==> src/rtl/fetch_stage.sv <==
// Instruction fetch front end: single-outstanding imem requests feeding a prefetch FIFO.
// Define STATIC_BTFN_EN to redirect fetch on backward branches (static BTFN prediction).
module fetch_stage #(
    parameter logic [31:0] RESET_PC   = 32'h0000_0100,
    parameter int unsigned FIFO_DEPTH = 4
) (
    input  logic        clk,
    input  logic        reset,
    input  logic        block_signal,
    input  logic        flush,
    input  logic [31:0] new_pc,
    output logic        imem_req,
    output logic [31:0] imem_addr,
    input  logic        imem_rvalid,
    input  logic [31:0] imem_rdata,
    output logic        out_valid,
    output logic [31:0] curr_PC,
    output logic [31:0] instruction,
    output logic [31:0] immediate,
    output logic        pred_taken
);
    localparam int unsigned PW = $clog2(FIFO_DEPTH);
    localparam logic [31:0] NOP = 32'h0000_0013;
    localparam logic [6:0] OP_BRANCH = 7'b1100011;

    function automatic logic [31:0] b_offset(input logic [31:0] i);
        logic [12:0] imm13;
        imm13 = {i[31], i[7], i[30:25], i[11:8], 1'b0};
        if (i[6:0] == OP_BRANCH) return {{19{imm13[12]}}, imm13};
        return 32'd0;
    endfunction

    logic [31:0]   fetch_pc_q, fetch_pc_d;
    logic [31:0]   req_pc_q, req_pc_d;
    logic          outstanding_q, outstanding_d;
    logic          discard_q, discard_d;
    logic [PW-1:0] rd_ptr_q, rd_ptr_d;
    logic [PW-1:0] wr_ptr_q, wr_ptr_d;
    logic [PW:0]   count_q, count_d;
    logic [PW+1:0] inflight;
    logic [31:0]   pc_mem  [FIFO_DEPTH];
    logic [31:0]   ins_mem [FIFO_DEPTH];
    logic          resp, push, pop, issue, credit_ok, pred_in;

    assign resp      = outstanding_q && imem_rvalid;
    assign push      = resp && !discard_q && !flush;
    assign out_valid = (count_q != '0);
    assign pop       = out_valid && !block_signal && !flush;
    assign inflight  = {1'b0, count_q} + {{(PW+1){1'b0}}, outstanding_q};
    assign credit_ok = inflight < (PW+2)'(FIFO_DEPTH);

`ifdef STATIC_BTFN_EN
    logic [31:0] rsp_off;
    logic        pred_mem [FIFO_DEPTH];
    assign rsp_off    = b_offset(imem_rdata);
    assign pred_in    = push && rsp_off[31];
    assign pred_taken = out_valid && pred_mem[rd_ptr_q];
`else
    assign pred_in    = 1'b0;
    assign pred_taken = 1'b0;
`endif

    // A completing response frees the slot in the same cycle, allowing back-to-back issue.
    // A predicted-taken push suppresses the sequential request so the target goes out next.
    assign issue = !reset && !flush && !discard_q && !pred_in &&
                   (!outstanding_q || imem_rvalid) && credit_ok;
    assign imem_req  = issue;
    assign imem_addr = fetch_pc_q;

    always_comb begin
        fetch_pc_d    = fetch_pc_q;
        req_pc_d      = req_pc_q;
        outstanding_d = outstanding_q;
        discard_d     = discard_q;
        rd_ptr_d      = rd_ptr_q;
        wr_ptr_d      = wr_ptr_q;
        count_d       = count_q;
        if (resp) begin
            outstanding_d = 1'b0;
            discard_d     = 1'b0;
        end
        if (issue) begin
            fetch_pc_d    = fetch_pc_q + 32'd4;
            req_pc_d      = fetch_pc_q;
            outstanding_d = 1'b1;
        end
`ifdef STATIC_BTFN_EN
        if (pred_in) fetch_pc_d = req_pc_q + rsp_off;
`endif
        if (push) wr_ptr_d = wr_ptr_q + PW'(1);
        if (pop) rd_ptr_d = rd_ptr_q + PW'(1);
        unique case ({push, pop})
            2'b10:   count_d = count_q + (PW+1)'(1);
            2'b01:   count_d = count_q - (PW+1)'(1);
            default: count_d = count_q;
        endcase
        // A response landing in the flush cycle is dropped here; only a still-pending one needs discard.
        if (flush) begin
            count_d    = '0;
            rd_ptr_d   = '0;
            wr_ptr_d   = '0;
            fetch_pc_d = new_pc & 32'hFFFF_FFFC;
            discard_d  = outstanding_q && !imem_rvalid;
        end
    end

    always_ff @(posedge clk) begin
        if (reset) begin
            fetch_pc_q    <= RESET_PC;
            req_pc_q      <= 32'd0;
            outstanding_q <= 1'b0;
            discard_q     <= 1'b0;
            rd_ptr_q      <= '0;
            wr_ptr_q      <= '0;
            count_q       <= '0;
        end else begin
            fetch_pc_q    <= fetch_pc_d;
            req_pc_q      <= req_pc_d;
            outstanding_q <= outstanding_d;
            discard_q     <= discard_d;
            rd_ptr_q      <= rd_ptr_d;
            wr_ptr_q      <= wr_ptr_d;
            count_q       <= count_d;
        end
    end

    always_ff @(posedge clk) begin
        if (push) begin
            pc_mem[wr_ptr_q]  <= req_pc_q;
            ins_mem[wr_ptr_q] <= imem_rdata;
`ifdef STATIC_BTFN_EN
            pred_mem[wr_ptr_q] <= pred_in;
`endif
        end
    end

    assign curr_PC     = out_valid ? pc_mem[rd_ptr_q] : 32'd0;
    assign instruction = out_valid ? ins_mem[rd_ptr_q] : NOP;
    assign immediate   = $signed(b_offset(instruction)) >>> 2;
endmodule

==> config.mk <==
export PLATFORM = sky130hd
export DESIGN_NAME = fetch_stage
export DESIGN_NICKNAME = d
export VERILOG_FILES = /design/src/rtl/fetch_stage.sv
export SDC_FILE = /design/constraint.sdc
export NUM_CORES = 1
export LEC_CHECK = 0
export CAP_MARGIN = 10
export CORE_MARGIN = 8
export CORE_UTILIZATION = 50
export CTS_BUF_LIST = sky130_fd_sc_hd__clkbuf_8
export DETAILED_ROUTE_END_ITERATION = 12
export MAX_ROUTING_LAYER = met4
export PLACE_DENSITY_LB_ADDON = 0.05
export SKIP_CTS_REPAIR_TIMING = 1
export SYNTH_ARGS = -nofsm -noshare
export SYNTH_HDL_FRONTEND = slang
export SYNTH_SLANG_ARGS = --single-unit
==> constraint.sdc <==
create_clock -name clk -period 3.62 [get_ports clk]
set_clock_uncertainty 0.2 [all_clocks]
set_input_delay 0.724 -clock clk [delete_from_list [all_inputs] [get_ports clk]]
set_output_delay 0.724 -clock clk [all_outputs]
set_load 0.01 [all_outputs]
==> flow_metrics.tcl <==
set metrics [dict create \
    synth.distinct_cells 54 \
    combinationalPowerShare 0.044 \
    cts_buffers 49 \
    maxSlewHeadroom 0.539 \
    power_per_cell_area_nw_per_um2 427 \
    fin_nets 1150 \
    top_layer "met4" \
    synthSimpleGateAreaFrac 0.102 \
    hpwl_mm 17.6 \
    coreArea_sq_um 25800 \
    fin_tns_setup_ns 0 \
    grt_pass1_wl_mm 43.1 \
    synth_edf_count 248 \
    pwr-share-seq 0.574 \
    wirelength_mm 28.1 \
    die_w_microns 177 \
    cpPeakStageDelay_ns 0.52 \
    cts-htree-levels 2 \
    synthTopCellsByCount "248 x edfxtp_1, 84 x nand2_1, 71 x dfxtp_1" \
    syn_area_sq_um 12900 \
    yosysTopAreaCell "edfxtp_1" \
    yosysSeqAreaShare 0.685 \
    drv_slew 0 \
    antenna_found_initial 0 \
    n_antenna_cell 0 \
    synth_mux_area_frac 0.109 \
    yosys_warnings 0 \
    cpMostUsedCell "buf_4" \
    synth_top_area_frac 0.575 \
    power.leakage_uw 0.00589 \
    yosysMostFrequentCell "edfxtp_1" \
    finalHoldViolations 0 \
    pin_count 200 \
    ys_seq_elements 319 \
    outcome "completed" \
    cts.sinks 319 \
    clkPwrFrac 0.382 \
    synth_adder_area_share 0.00735 \
    path_clk_slew_ns 0.06 \
    ys.flop_type "edfxtp_1" \
    die-height_microns 177 \
    ant_nets 0 \
    worst-setup-path-type "reg2out" \
    first_pass_iters 5 \
    drive_gt1_frac 0.176 \
    synth-compound-area-share 0.0516 \
    grt_use_total 0.179 \
    tightestPinTransition_ns 0.686 \
    post-route-period-util 0.984 \
    grt_pass1_vias 8002 \
    final_area_sq_um 16400 \
    cp.required_ns 2.70 \
    cts_tree "yes" \
    p_switching_uw 1470 \
    p_sw_frac 0.210 \
    cp_cell_sequence "buf_4 -> mux4_2 -> nor4b_4 -> nand4_1 -> buf_6 -> buf_4 -> nor2b_4 -> dlymetal6s2s_1" \
    grt_max_degree 64 \
    max-cap-violations 0 \
    start_kind "flop" \
    rsz0062_at_grt "true" \
    synth_cells 856 \
    placed_area_sq_um 15200 \
    cts_buffer_depth 3 \
    gp_congestion 0.793 \
    rows 59 \
    synth_area_per_cell_sq_um 15.1 \
    fmax_mhz 281 \
    path_max_fanout 6 \
    cts_root_buf "clkbuf_8" \
    end_kind "output pin" \
    drc_errors 0 \
    hp-class "reg2reg" \
    wire_per_inst_microns 19.4 \
    initial_core_util 0.502 \
    via_count 7800 \
    met1_length_mm 13.2 \
    die-area_sq_um 31300 \
    synth_area_leaders "edfxtp_1 58%, dfxtp_1 11%, mux4_2 11%" \
    ir_drop_mv 0.274 \
    setup_viol 0 \
    p_int_uw 5550 \
    synth_top_family_by_area "multiplexers" \
    cp.arrival_ns 2.64 \
    min_period_ns 3.56 \
    synth-xor-area-share 0.00880 \
    syn2layout_area_growth_pct 26.8 \
    drtIter0Drc 523 \
    port_buffers 192 \
    post_drt_via_cell_ratio 5.38 \
    worstSkewPairLatency_ns 0.54 \
    grt_overflow 0 \
    routed-wl-met3_mm 1.63 \
    crit_path_top_delay_cell "mux4_2" \
    async_flop_share 0 \
    met2_length_mm 12.8 \
]
metal layers:
metal | global-route usage | vias up
li1 | - | 3673
met1 | 0.239 | 3827
met2 | 0.276 | 254
met3 | 0.0376 | 46
met4 | 0.0469 | 0
met5 | - | -
flip-flops by register name (all words and copies together), names as in the netlist, named ones only:
name / flops
count_q: 3
req_pc_q: 30
imem_addr: 30
discard_q: 1
wr_ptr_q: 2
ins_mem: 128
outstanding_q: 1
pc_mem: 120
rd_ptr_q: 2
worst paths after layout:
kind,from,to,slack [ns],cells after the start
hold reg to reg,req_pc_q[21]$_SDFFE_PP0P_,req_pc_q[21]$_SDFFE_PP0P_,0.30,2
hold / removal,req_pc_q[21]$_SDFFE_PP0P_,req_pc_q[21]$_SDFFE_PP0P_,0.30,2
setup reg to reg,count_q[2]$_SDFFE_PP0P_,imem_addr[26]$_SDFFE_PP0P_,1.07,7
setup / recovery,flop,immediate[21],0.06,8
final cells by class:
cell class | instances | area [sq um]
clock inverters | 38 | 174
clock buffers | 53 | 729
flip-flops and latches | 319 | 8880
inverters | 16 | 60.1
repair buffers | 233 | 2440
well taps | 335 | 419
multi-input cells | 455 | 3720
fillers | 1950 | 9340
placed cells by master, fill, tap and decap left out, types with 4 or more instances in the layout:
cell,count
edfxtp_1,248
buf_12,10
clkbuf_8,53
xor2_1,7
nor3_1,10
and2_1,65
and2_4,4
nor2b_4,4
nor2b_1,12
nor2_1,25
clkinv_1,8
o211ai_1,4
nand3_1,12
conb_1,5
buf_6,5
or2_2,4
a31oi_1,10
nor4_1,6
o22ai_1,7
ha_1,6
buf_4,21
a211oi_1,5
dfxtp_1,69
buf_2,10
mux4_2,61
or3_1,5
clkdlybuf4s50_1,159
a21oi_1,52
o21ai_0,10
xnor2_1,6
a311oi_1,4
dlymetal6s2s_1,20
nand4_1,12
nand2_1,84
inv_1,42
metrics by stage:
| step | setup slack [ns] | util | hold slack, ns | power (uW) | cells |
|---|---|---|---|---|---|
| after floorplan | 0.231 | - | 0.260 | 4230 | 860 |
| after global placement | -0.0607 | 0.591 | 0.283 | 4410 | 1344 |
| after detailed placement | -0.173 | 0.591 | 0.287 | 4410 | 1344 |
| after CTS | -0.778 | 0.626 | 0.302 | 7110 | 1435 |
| after global routing | -0.0728 | 0.637 | 0.312 | 7290 | 1449 |
| final | 0.0582 | 0.637 | 0.297 | 7020 | 1449 |
worst max-delay path: cells and delay by family, from the launching register on:
family | cells | cell delay, ns
DFF | 1 | 0.38
buffers and inverters | 4 | 0.62
and+or+nand+nor | 3 | 0.58
muxes | 1 | 0.52
cells by family after synthesis:
group / count (synthesis)
adders and majority gates: 7
other: 1
buffers and inverters: 89
and+or+nand+nor: 254
AOI/OAI and AO/OA: 108
xor gates and xnor gates: 13
DFF: 319
muxes: 65
power groups by stage:
stage	logic, uW	registers (uW)	clock network (uW)
2_1_floorplan	130	4100	0
3_3_place_gp	309	4100	0
3_5_place_dp	311	4100	0
4_1_cts	313	4030	2780
5_1_grt	340	4030	2920
6_report	312	4030	2680
Power figures use the tool's default switching activity.
